$ cat src/rtl/pipe_ctrl_pkg.sv
// Shared widths, stall vector constants, FSM states and the stall priority encoder.
package pipe_ctrl_pkg;
  localparam int STOP_W = 6;
  localparam int ADDR_W = 32;
  localparam logic [ADDR_W-1:0] INITIAL_PC = 32'h0000_0000;

  // stall bit order: [0]pc [1]if [2]id [3]ex [4]mem [5]wb, 1 = stop
  localparam logic [STOP_W-1:0] STALL_NONE = 6'b000000;
  localparam logic [STOP_W-1:0] STALL_IF   = 6'b000011;
  localparam logic [STOP_W-1:0] STALL_ID   = 6'b000111;
  localparam logic [STOP_W-1:0] STALL_EX   = 6'b001111;
  localparam logic [STOP_W-1:0] STALL_MEM  = 6'b011111;

  typedef enum logic [1:0] {
    RUN        = 2'd0,
    FLUSH_WAIT = 2'd1,
    FLUSH      = 2'd2
  } state_e;

  // Later stage wins: freezing a later stage must freeze everything upstream.
  function automatic logic [STOP_W-1:0] stall_enc(input logic rq_if, input logic rq_id,
                                                  input logic rq_ex, input logic rq_mem);
    if (rq_mem)     return STALL_MEM;
    else if (rq_ex) return STALL_EX;
    else if (rq_id) return STALL_ID;
    else if (rq_if) return STALL_IF;
    else            return STALL_NONE;
  endfunction
endpackage

$ cat src/rtl/pipe_ctrl_if.sv
// Request/response bundle between the pipeline stages and pipe_ctrl.
interface pipe_ctrl_if #(parameter int CNT_W = 32);
  import pipe_ctrl_pkg::*;
  logic              stallreq_if;
  logic              stallreq_id;
  logic              stallreq_ex;
  logic              stallreq_mem;
  logic              excp_req;
  logic [ADDR_W-1:0] excp_pc;
  logic [STOP_W-1:0] stall;
  logic              flush;
  logic [ADDR_W-1:0] new_pc;
  logic              bus_timeout;
  logic [CNT_W-1:0]  stall_cycles;

  modport master (output stallreq_if, stallreq_id, stallreq_ex, stallreq_mem, excp_req, excp_pc,
                  input  stall, flush, new_pc, bus_timeout, stall_cycles);
  modport slave  (input  stallreq_if, stallreq_id, stallreq_ex, stallreq_mem, excp_req, excp_pc,
                  output stall, flush, new_pc, bus_timeout, stall_cycles);
endinterface

$ cat src/rtl/pipe_ctrl_stall_watchdog.sv
// Data-bus stall watchdog: counts consecutive mem-stall cycles, sticky timeout flag.
module stall_watchdog #(
  parameter int MEM_TIMEOUT = 256
) (
  input  logic clk,
  input  logic rst,
  input  logic stallreq_mem,
  output logic bus_timeout
);
  localparam int TW = (MEM_TIMEOUT > 2) ? $clog2(MEM_TIMEOUT) : 1;
  localparam logic [TW-1:0] T_MAX = TW'(MEM_TIMEOUT - 1);

  logic [TW-1:0] timer;

  // Timer clears on any non-stall cycle and parks at T_MAX once the flag is raised.
  always_ff @(posedge clk) begin
    if (rst) begin
      timer       <= '0;
      bus_timeout <= 1'b0;
    end else if (!stallreq_mem) begin
      timer <= '0;
    end else if (timer == T_MAX) begin
      bus_timeout <= 1'b1;
    end else begin
      timer <= timer + 1'b1;
    end
  end
endmodule

$ cat src/rtl/pipe_ctrl.sv
// Pipeline control: stall priority encoder, exception flush FSM, stall counter.
module pipe_ctrl
  import pipe_ctrl_pkg::*;
#(
  parameter int MEM_TIMEOUT = 256,
  parameter int CNT_W       = 32
) (
  input logic        clk,
  input logic        rst,
  pipe_ctrl_if.slave ctl
);
  state_e            state, state_nxt;
  logic [ADDR_W-1:0] pc_lat, pc_nxt;
  logic [STOP_W-1:0] stall_c;
  logic [CNT_W-1:0]  cnt;

  // Next state, redirect latch and stall vector; an accepted exception overrides stall requests.
  always_comb begin
    state_nxt = state;
    pc_nxt    = pc_lat;
    stall_c   = STALL_NONE;
    case (state)
      RUN: begin
        stall_c = stall_enc(ctl.stallreq_if, ctl.stallreq_id, ctl.stallreq_ex, ctl.stallreq_mem);
        if (ctl.excp_req) begin
          pc_nxt = ctl.excp_pc;
          if (ctl.stallreq_mem) begin
            state_nxt = FLUSH_WAIT;
          end else begin
            state_nxt = FLUSH;
            stall_c   = STALL_NONE;
          end
        end
      end
      // Hold the whole pipe until the data bus completes; later exceptions are ignored.
      FLUSH_WAIT: begin
        if (ctl.stallreq_mem) stall_c = STALL_MEM;
        else                  state_nxt = FLUSH;
      end
      FLUSH:   state_nxt = RUN;
      default: state_nxt = RUN;
    endcase
    if (rst) stall_c = STALL_NONE;
  end

  // State, latched redirect target and saturating stall-cycle counter.
  always_ff @(posedge clk) begin
    if (rst) begin
      state  <= RUN;
      pc_lat <= INITIAL_PC;
      cnt    <= '0;
    end else begin
      state  <= state_nxt;
      pc_lat <= pc_nxt;
      if (stall_c != STALL_NONE && cnt != {CNT_W{1'b1}}) cnt <= cnt + 1'b1;
    end
  end

  stall_watchdog #(.MEM_TIMEOUT(MEM_TIMEOUT)) u_wdog (
    .clk         (clk),
    .rst         (rst),
    .stallreq_mem(ctl.stallreq_mem),
    .bus_timeout (ctl.bus_timeout)
  );

  assign ctl.stall        = stall_c;
  assign ctl.flush        = (state == FLUSH);
  assign ctl.new_pc       = pc_lat;
  assign ctl.stall_cycles = cnt;
endmodule

$ cat src/flat_wrapper.sv
// flat-port wrapper written by rule: the top's interface ports become plain ports
module pipe_ctrl_flat import pipe_ctrl_pkg::*;
#(
  parameter int MEM_TIMEOUT = 256,
  parameter int CNT_W       = 32
)
  (clk, rst, ctl_stallreq_if, ctl_stallreq_id, ctl_stallreq_ex, ctl_stallreq_mem, ctl_excp_req, ctl_excp_pc, ctl_stall, ctl_flush, ctl_new_pc, ctl_bus_timeout, ctl_stall_cycles);
  pipe_ctrl_if #(.CNT_W(CNT_W)) ctl_i ();
  input logic clk;
  input logic rst;
  input wire logic [$bits(ctl_i.stallreq_if)-1:0] ctl_stallreq_if;
  input wire logic [$bits(ctl_i.stallreq_id)-1:0] ctl_stallreq_id;
  input wire logic [$bits(ctl_i.stallreq_ex)-1:0] ctl_stallreq_ex;
  input wire logic [$bits(ctl_i.stallreq_mem)-1:0] ctl_stallreq_mem;
  input wire logic [$bits(ctl_i.excp_req)-1:0] ctl_excp_req;
  input wire logic [$bits(ctl_i.excp_pc)-1:0] ctl_excp_pc;
  output wire logic [$bits(ctl_i.stall)-1:0] ctl_stall;
  output wire logic [$bits(ctl_i.flush)-1:0] ctl_flush;
  output wire logic [$bits(ctl_i.new_pc)-1:0] ctl_new_pc;
  output wire logic [$bits(ctl_i.bus_timeout)-1:0] ctl_bus_timeout;
  output wire logic [$bits(ctl_i.stall_cycles)-1:0] ctl_stall_cycles;
  assign ctl_i.stallreq_if = ctl_stallreq_if;
  assign ctl_i.stallreq_id = ctl_stallreq_id;
  assign ctl_i.stallreq_ex = ctl_stallreq_ex;
  assign ctl_i.stallreq_mem = ctl_stallreq_mem;
  assign ctl_i.excp_req = ctl_excp_req;
  assign ctl_i.excp_pc = ctl_excp_pc;
  assign ctl_stall = ctl_i.stall;
  assign ctl_flush = ctl_i.flush;
  assign ctl_new_pc = ctl_i.new_pc;
  assign ctl_bus_timeout = ctl_i.bus_timeout;
  assign ctl_stall_cycles = ctl_i.stall_cycles;
  pipe_ctrl #(.MEM_TIMEOUT(MEM_TIMEOUT), .CNT_W(CNT_W)) u_core (.clk(clk), .rst(rst), .ctl(ctl_i));
endmodule
$ cat config.mk
export PLATFORM = sky130hd
export DESIGN_NAME = pipe_ctrl_flat
export DESIGN_NICKNAME = d
export VERILOG_FILES = /design/src/rtl/pipe_ctrl_pkg.sv /design/src/rtl/pipe_ctrl_if.sv /design/src/rtl/pipe_ctrl_stall_watchdog.sv /design/src/rtl/pipe_ctrl.sv /design/src/flat_wrapper.sv
export SDC_FILE = /design/constraint.sdc
export NUM_CORES = 1
export LEC_CHECK = 0
export CORE_ASPECT_RATIO = 1.5
export CORE_MARGIN = 2
export CORE_UTILIZATION = 41
export DETAILED_ROUTE_END_ITERATION = 10
export PLACE_DENSITY = 0.8
export SKIP_LAST_GASP = 1
export SYNTH_ARGS = -nofsm -noshare
export SYNTH_HDL_FRONTEND = slang
export SYNTH_HIERARCHICAL = 1
export SYNTH_SLANG_ARGS = --single-unit
$ cat constraint.sdc
create_clock -name clk -period 2.4 [get_ports clk]
set_clock_uncertainty 0.1 [all_clocks]
set_input_delay 0.72 -clock clk [delete_from_list [all_inputs] [get_ports clk]]
set_output_delay 0.72 -clock clk [all_outputs]
set_load 0.03 [all_outputs]
# Word-level counts from Yosys, hierarchy flattened
# Index checks and enable logic that the tools add are counted.
# word_totals
wordCells,34
output_inout_bits,72
mem_bits_ro,0
inputBits,39
latch_bits,0
ff_bits,75
n_memories,0
ramBits,0
# classes
muxes,13
n_bitwise,1
addsub,2
n_mul,0
reduce_logical,7
shift,0
eq_ne,6
div_mod_pow,0
order_cmp,0
# ops
op,count
$mux W6,6
$add A32 B1 Y32 const B,1
$ne A32 B32 Y1 const B,1
$pmux W6 S2,1
$add A8 B1 Y8 const B,1
$eq A8 B8 Y1 const B,1
$mux W2,4
$reduce_and A2 Y1,3
$reduce_bool A6 Y1,1
$mux W5,1
$ne A2 B2 Y1 const B,2
$pmux W2 S2,1
$eq A2 B1 Y1 const B,1
$eq A2 B2 Y1 const B,1
$logic_not A2 Y1,1
$reduce_or A2 Y1,1
$logic_and A1 B1 Y1,1
$not A1 Y1,1

# Longest topological paths before layout
# Gate-level depths: netlist (run 1).
# logic_depth
ltp_word,10
mapped_depth,10
mapped_depth_nobuf,7

# Cells and area by module
# Netlist (run 1), hierarchy kept.
# modules_own_cells
module,area_per_inst_um2,instances,cells_each,seq_area_each_um2
pipe_ctrl,2907.8,1,357,1321.3
stall_watchdog,440.4,1,46,180.2

# Least setup slack after synthesis (run 1)
# OpenSTA, ideal clock, no wires.
# synth_path
path_type,in2reg
startpoint,input rst
endpoint,"register u_core.cnt[17], in the netlist u_core/ctl.stall_cycles[17]"
stages,9
t_arrival_ns,2.269
path_buffers,2
required_time_ns,2.179
path_slack_ns,-0.090
setup_time_ns,0.121
cell_sequence,nor2_1 > nand2_1 > inv_1 > a21o_1 > buf_4 > nand2_1 > buf_2 > nor4b_1 > mux2_2
# synth_between
elab_chain_cells,3
# synth_lines
element,line,source
"start, declared",flat_wrapper.sv:10,input logic rst;
$mux W6,pipe_ctrl.sv:43,if (rst) stall_c = STALL_NONE;
via ctl_stall[4],flat_wrapper.sv:17,output wire logic [$bits(ctl_i.stall)-1:0] ctl_stall;
$reduce_bool A6 Y1,pipe_ctrl.sv:55,if (stall_c != STALL_NONE && cnt != {CNT_W{1'b1}}) cnt <= cnt + 1'b1;
$logic_and A1 B1 Y1,pipe_ctrl.sv:55,
"end signal, assigned",pipe_ctrl.sv:55,
"end, declared",pipe_ctrl.sv:15,logic [CNT_W-1:0] cnt;
# The timed path passes the listed nets, and every way through them passes these cells.
# A chain may end at the register's enable or synchronous reset.

# Final worst setup path (run 1)
# layout_path
startpoint,input ctl_stallreq_if
endpoint,output ctl_stall[0]
# layout_between
elab_chain_cells,8
# layout_lines
element,line,source
"start, declared",flat_wrapper.sv:11,input wire logic [$bits(ctl_i.stallreq_if)-1:0] ctl_stallreq_if;
$mux W2 (*),pipe_ctrl_pkg.sv:26,else if (rq_if) return STALL_IF;
$mux W6 (*),pipe_ctrl_pkg.sv:25,else if (rq_id) return STALL_ID;
$mux W6 (*),pipe_ctrl_pkg.sv:24,else if (rq_ex) return STALL_EX;
$mux W6 (*),pipe_ctrl_pkg.sv:23,if (rq_mem) return STALL_MEM;
$mux W6,pipe_ctrl.sv:27,if (ctl.stallreq_mem) begin
$mux W6 (*),pipe_ctrl.sv:25,if (ctl.excp_req) begin
$pmux W6 S2 (*),pipe_ctrl.sv:22,case (state)
$mux W6 (*),pipe_ctrl.sv:43,
"end, declared",flat_wrapper.sv:17,
# Mark *: on every way between the ends. The rest lies on a longest branch, timed or not.

==> results of run 1 <==
## metrics by stage
step | hold slack [ns] | area (µm²) | instances | setup slack [ns]
6_report | 0.3530 | 5050 | 642 | -0.09226
5_1_grt | 0.3729 | 5050 | 642 | -0.1024
4_1_cts | 0.3556 | 5009 | 638 | -0.08623
3_5_place_dp | 0.3477 | 4667 | 620 | -0.5182
3_3_place_gp | 0.3417 | 4667 | 620 | -0.5093
2_1_floorplan | 0.3472 | 3354 | 403 | 0.002520
## routing by layer
layer,up-vias,track usage,wire length [µm],share of wire
li1,1704,-,-,-
met1,1622,0.2321,3690,0.39
met2,113,0.3626,4922,0.53
met3,23,0.04574,487,0.052
met4,0,0.1131,272,0.029
met5,-,0,0,0
## critical path, stage by stage
cell,delay [ns]
sky130_fd_sc_hd__buf_6,0.09
sky130_fd_sc_hd__or3_4,0.37
sky130_fd_sc_hd__a21o_4,0.24
sky130_fd_sc_hd__buf_12,0.13
sky130_fd_sc_hd__buf_8,0.12
## flip-flops by register name (all words and copies together) (netlist names)
name	count
u_core/state	2
u_core/u_wdog/bus_timeout	1
u_core/u_wdog/timer	8
u_core/ctl.stall_cycles	32
u_core/ctl.new_pc	32
## synth_stat cells (5+ instances only)
master                     number
sky130_fd_sc_hd__and3_1         5
sky130_fd_sc_hd__a21oi_1       54
sky130_fd_sc_hd__dfxtp_1       75
sky130_fd_sc_hd__nand4_1       11
sky130_fd_sc_hd__nor2_1        19
sky130_fd_sc_hd__nand2_1       81
sky130_fd_sc_hd__nand3_1       11
sky130_fd_sc_hd__inv_1         10
sky130_fd_sc_hd__o31ai_1       13
sky130_fd_sc_hd__or4_1         12
sky130_fd_sc_hd__nor2b_1        5
sky130_fd_sc_hd__or3_1          9
sky130_fd_sc_hd__a31oi_1        7
sky130_fd_sc_hd__o21ai_0       12
sky130_fd_sc_hd__nor4_1         5
sky130_fd_sc_hd__clkbuf_1      13
## repair_timing
item | CTS | global route
setup endpoints to repair | 27 | 12
gates resized for setup | 22 | 5
pin swaps | 5 | 2
gates cloned | 0 | 1
buffers inserted | 2 | 3
## power breakdown
group          internal (mW)  leakage, nW  switching (mW)  total [mW]
clock                  0.907        0.150           0.507        1.41
sequential              1.29        0.612          0.0246        1.31
combinational          0.204         1.06           0.231       0.436
## logic make-up (layout without fill, tap and decap cells)
logic type,Yosys count,after routing,synth area share
simple gates,183,183,0.2896
compound gates,101,101,0.1816
flops,75,75,0.4484
buf+inv,34,168,0.04970
mux,6,6,0.01943
fa+ha+maj,2,2,0.007473
other cells,1,1,0.001120
xor+xnor,1,1,0.002616
## how the worst max path moves through the flow
stage / from / end / slack, ns / cells after the start
2_1_floorplan: ctl_stallreq_ex / ctl_stall[1] / 0.003 / 4
3_3_place_gp: ctl_stallreq_ex / ctl_stall[0] / -0.51 / 5
3_5_place_dp: ctl_stallreq_ex / ctl_stall[0] / -0.52 / 5
4_1_cts: ctl_stallreq_if / ctl_stall[0] / -0.09 / 5
5_1_grt: ctl_stallreq_if / ctl_stall[0] / -0.10 / 5
6_report: ctl_stallreq_if / ctl_stall[0] / -0.09 / 5
## layout make-up
type,count,share of cell area
multi-input cells,294,0.3370
flip-flops and latches,75,0.2983
repair buffers,142,0.2698
clock buffers,11,0.04609
well taps,105,0.02602
clock inverters,5,0.01536
inverters,10,0.007433
==> results by group, run 1 <==
Routing
  • Average routed wire per standard cell: approximately 15 µm
  • Detailed-route via count: ~3.5k
  • DRC Markers: 0
  • Per-cell via count in the routed design: 5.393
  • Final ANT Viol Nets: 0
  • Count of TritonRoute iterations in the first routing pass: 4
  • Initial detailed-routing violation count: roughly 170
  • Routed wire length: between 9 and 10 mm

CTS
  • Reg clk slew, reported paths: 0.06 ns
  • Skew-Pair Late Insertion Delay: ~0.34 ns
  • Clock Tree Root: sky130_fd_sc_hd__clkbuf_16
  • Hold-fix buffer count after cts: 0
  • Number of buffers on the longest clock path: 2
  • CTS tree: done
  • Number of H-tree levels: 3
  • Num CTS Buffers: 9
  • Clock Sinks: 75

GRT
  • Antenna violations before repair: 0
  • Pin count of the biggest net entering global routing: 70
  • Total routing resource utilization after global routing: 0.2075
  • Wire length of the first global-routing pass: 14.86 mm
  • Via count of the first global-routing pass: 3,232
  • Total congestion overflow after global routing: 0

STA
  • Setup repair after global routing missed its margin: true
  • Final worst path period share: 1.038
  • Least setup slack across all paths after layout: -0.09226 ns
  • Setup Viol. Count Final: 2
  • Worst max-slew margin expressed relative to the limit: 0.5238
  • Tmin final: 2.492 ns
  • Slew at the pin with the worst max-slew slack: 0.7143 ns
  • Count of pins over their slew limit: 0
  • Top achievable clock speed: around 0.4 GHz
  • Hold violation total from the final report: 0
  • Post-Route Setup TNS: -0.1031 ns

Hold path
  • Worst hold path cell count: 2
  • Path class of the lowest-slack min-delay path: reg -> reg
  • Worst hold path startpoint: u_core/ctl.new_pc[5]
  • WHS Endpoint: u_core/ctl.new_pc[5]

Synthesis
  • Fraction of the yosys area taken by sequential cells: 0.4484
  • Synth top area cells: sky130_fd_sc_hd__dfxtp_1, sky130_fd_sc_hd__nand2_1, sky130_fd_sc_hd__a21oi_1
  • Synthesized flop and latch total: between 70 and 80
  • Cells after synthesis: around 400
  • EDFF count, synth: 0
  • Yosys top cell area share: 0.4484
  • Ys async rst share: 0
  • Count of yosys warnings during synthesis: 6
  • Syn Area/Cell: between 8 and 9 µm²
  • Top FF cell, synth: sky130_fd_sc_hd__dfxtp_1
  • Number of nets produced by synthesis: 444
  • Biggest area consumer among synthesized cells: sky130_fd_sc_hd__dfxtp_1
  • Count of cell types in the netlist: 52
  • Syn Std Cell Area: 3348 µm²

Final layout
  • Proportion of layout cells with a drive suffix above 1: 0.1546
  • FF+latch area: 1506 µm²
  • Fillers: around 660
  • Area overhead of the layout relative to synthesis: 50.82%
  • Antenna diode count: 0
  • Leading cell type in the layout, fill and taps excluded: sky130_fd_sc_hd__clkdlybuf4s50_1
  • Commonest non-fill, non-tap cells in the layout: sky130_fd_sc_hd__clkdlybuf4s50_1, sky130_fd_sc_hd__nand2_1, sky130_fd_sc_hd__dfxtp_1
  • Multi-input gate area: 1702 µm²
  • Final #Nets: 573
  • Share of the core filled with cells: 0.6346

Floorplanning
  • Vertical die dimension: between 100 and 150 µm
  • Area of the core region: just under 8000 µm²
  • DIE AREA: 8920 µm²
  • Rows: 40
  • Starting Density: 0.4208
  • Die outline width: around 78 µm
  • Io pins: ~110

Placement
  • Count of port buffers added during placement: 109
  • DPL Wire Length: 6.387 mm
  • Placer Congestion: between 0.7 and 0.8

Run status
  • Run status: complete, but fails checks
  • Violations in the final reports: negative setup slack

Setup path
  • CP startpoint kind: primary input
  • Reg2reg start: u_core/ctl.stall_cycles[28]
  • Critical path data arrival time: 1.67 ns
  • Setup CP Type: in -> out
  • Critical R2R Capture: u_core/ctl.stall_cycles[4]
  • Crit path max fanout: 3
  • Req. time, crit path: 1.58 ns
  • CP endpoint kind: primary output
  • Flop2flop setup slack: around 0.06 ns
  • Path depth of the worst reg2reg path: 7

Power and ir drop
  • Power per standard cell area: approximately 630 nW/µm²
  • Power, Total: 3.161 mW
  • Leakage power of the design: 1.819 nW
  • Peak supply drop: 448.3 µV

Flow run
  • Max capacitance violation total: 0
Note: power is estimated with default switching activity, not from simulation.
==> run 2, diff against run 1 <==
--- a/config.mk
+++ b/config.mk
@@ -9,6 +9,8 @@
 export CORE_MARGIN = 2
 export CORE_UTILIZATION = 41
 export DETAILED_ROUTE_END_ITERATION = 10
+export GPL_ROUTABILITY_DRIVEN = 0
+export MAX_ROUTING_LAYER = met4
 export PLACE_DENSITY = 0.8
 export SKIP_LAST_GASP = 1
 export SYNTH_ARGS = -nofsm -noshare
==> results by group, run 2 (synthesized netlist as in run 1, its figures left out) <==
CTS
  • Number of buffers on the longest clock path: 2 (unchanged)
  • Hold-fix buffer count after cts: 0 (unchanged)
  • Clock Tree Root: sky130_fd_sc_hd__clkbuf_16
  • CTS tree: done
  • Clock Sinks: 75 (unchanged)
  • Number of H-tree levels: 3 (unchanged)
  • Reg clk slew, reported paths: 0.06 ns (about the same)
  • Skew-Pair Late Insertion Delay: 0.34 ns (about the same)
  • Num CTS Buffers: 9 (unchanged)

Power and ir drop
  • Share of total power consumed by net switching: 0.2408 (-0.0006408)
  • Power per standard cell area: 625.5 nW/µm² (about the same)
  • Logic gate share of total power: 0.138 (about the same)
  • Register share of total power: 0.415 (about the same)
  • Peak supply drop: 446.2 µV (-0.47%)
  • Net switching power: 0.7606 mW (-0.35%)
  • Leakage power of the design: 1.819 nW (unchanged)
  • Internal power: 2.398 mW (about the same)
  • Part of the total power dissipated in the clock network: 0.447 (about the same)

Routing
  • Detailed-route via count: 3,458 (-0.12%)
  • Met2 WL: 4.980 mm (+1.2%)
  • Highest routed metal layer: met4
  • Count of TritonRoute iterations in the first routing pass: 4 (unchanged)
  • DRC Markers: 0 (unchanged)
  • Initial detailed-routing violation count: 164 (-5.2%)
  • Routed length on met1: 3.695 mm (+0.14%)
  • Routed wire length: 9.337 mm (-0.38%)
  • DR WL met3: 435 µm (-11%)
  • Final ANT Viol Nets: 0 (unchanged)
  • Per-cell via count in the routed design: 5.386 (-0.12%)
  • Average routed wire per standard cell: 14.54 µm (-0.38%)

Placement
  • DPL Wire Length: 6.387 mm (unchanged)
  • Placed standard-cell area: 4667 µm² (unchanged)
  • # placed instances: 620 (unchanged)
  • Count of port buffers added during placement: 109 (unchanged)

Setup path
  • Slowest stage delay, CP: 0.37 ns (about the same)
  • Critical path data arrival time: 1.67 ns (about the same)
  • Req. time, crit path: 1.58 ns (about the same)
  • Setup CP Type: in -> out
  • CP endpoint kind: primary output
  • Crit path max fanout: 3 (unchanged)
  • Crit-path cells: buf_6 > or3_4 > a21o_4 > buf_12 > buf_8
  • Cell with the largest stage delay on the worst path: sky130_fd_sc_hd__or3_4
  • CP startpoint kind: primary input

Floorplanning
  • Rows: 40 (unchanged)
  • Io pins: 111 (unchanged)
  • Area of the core region: 7958 µm² (unchanged)
  • Vertical die dimension: 114.7 µm (unchanged)
  • Die outline width: 77.79 µm (unchanged)
  • Starting Density: 0.4208 (unchanged)
  • DIE AREA: 8920 µm² (unchanged)

STA
  • Top achievable clock speed: 0.4012 GHz (about the same)
  • Setup Viol. Count Final: 2 (unchanged)
  • Worst hold margin: 0.3533 ns (+0.0003740 ns)
  • Post-Route Setup TNS: -0.1032 ns (-0.00006500 ns)
  • Hold violation total from the final report: 0 (unchanged)
  • Final worst path period share: 1.038 (about the same)
  • Least setup slack across all paths after layout: -0.09231 ns (-0.00004620 ns)
  • Tmin final: 2.492 ns (+0.00004620 ns)
  • Count of pins over their slew limit: 0 (unchanged)
  • Setup repair after global routing missed its margin: true
  • Slew at the pin with the worst max-slew slack: 0.7189 ns (+0.004674 ns)
  • Worst max-slew margin expressed relative to the limit: 0.5207 (-0.003115)

GRT
  • Total routing resource utilization after global routing: 0.2132 (+0.005666)
  • Antenna violations before repair: 0 (unchanged)
  • Via count of the first global-routing pass: 3,237 (+0.15%)
  • Pin count of the biggest net entering global routing: 70 (unchanged)
  • Wire length of the first global-routing pass: 14.83 mm (-0.18%)
  • Total congestion overflow after global routing: 0 (unchanged)

Hold path
  • Path class of the lowest-slack min-delay path: reg -> reg

Flow run
  • Max capacitance violation total: 0 (unchanged)

Final layout
  • Commonest non-fill, non-tap cells in the layout: sky130_fd_sc_hd__clkdlybuf4s50_1, sky130_fd_sc_hd__nand2_1, sky130_fd_sc_hd__dfxtp_1
  • Area overhead of the layout relative to synthesis: 50.82% (unchanged)
  • Summed area of non-filler cells in the final layout: 5050 µm² (unchanged)
  • Antenna diode count: 0 (unchanged)
  • Share of the core filled with cells: 0.6346 (unchanged)
  • Leading cell type in the layout, fill and taps excluded: sky130_fd_sc_hd__clkdlybuf4s50_1
  • Final #Nets: 573 (unchanged)
  • Proportion of layout cells with a drive suffix above 1: 0.1546 (unchanged)
  • Non-filler instance count after layout: 642 (unchanged)

Run status
  • Violations in the final reports: negative setup slack
  • Run status: complete, but fails checks
## run 2: cell counts in the layout (fill, tap and decap cells not counted)
No cell type changed its count.
## run 2: path summary, 6_finish.rpt
| path | startpoint | end | slack, ns | cells after the start |
|---|---|---|---|---|
| setup / recovery | ctl_stallreq_if | ctl_stall[0] | -0.09 | 5 |
| hold / removal | u_core/ctl.new_pc[27] | u_core/ctl.new_pc[27] | 0.35 | 2 |
| setup reg to reg | u_core/ctl.stall_cycles[28] | u_core/ctl.stall_cycles[4] | 0.06 | 7 |
| hold reg to reg | u_core/ctl.new_pc[27] | u_core/ctl.new_pc[27] | 0.35 | 2 |
## run 2: metal layers
layer	up-vias	global-route usage
met5	-	-
met4	0	0.1131
met3	17	0.04338
met2	104	0.3644
met1	1629	0.2311
li1	1708	-
## run 2: what timing repair did
item                                    in CTS  in global routing
pin swaps                                    5                  2
setup buffers                                2                  3
gates cloned                                 0                  1
endpoints found under the setup margin      27                 12
gates resized for setup                     22                  5
## run 2: critical path: cells and delay by family
family / cells / cell delay [ns]
AOI/OAI and AO/OA: 1 / 0.24
and+or+nand+nor: 1 / 0.37
buffers and inverters: 3 / 0.34
## run 2: per-stage QoR
| stage | total power, mW | setup WS, ns |
|---|---|---|
| after global routing | 3.280 | -0.1024 |
| after floorplan | 1.553 | 0.002520 |
| after global placement | 1.743 | -0.5093 |
| after CTS | 3.169 | -0.08623 |
| after detailed placement | 1.751 | -0.5182 |
| final | 3.159 | -0.09231 |
## run 2: power groups by stage
stage          sequential, mW  clock, mW  combinational [mW]
6_report                 1.31       1.41               0.435
2_1_floorplan            1.41          0               0.142
3_3_place_gp             1.34          0               0.406
5_1_grt                  1.32       1.50               0.464
3_5_place_dp             1.34          0               0.412
4_1_cts                  1.31       1.43               0.423
## run 2: final cells by class
| class | count | area (µm²) |
|---|---|---|
| fillers | 662 | 2908 |
| multi-input cells | 294 | 1702 |
| flip-flops and latches | 75 | 1506 |
| repair buffers | 142 | 1363 |
| clock buffers | 11 | 232.7 |
| well taps | 105 | 131.4 |
| clock inverters | 5 | 77.57 |
| inverters | 10 | 37.54 |
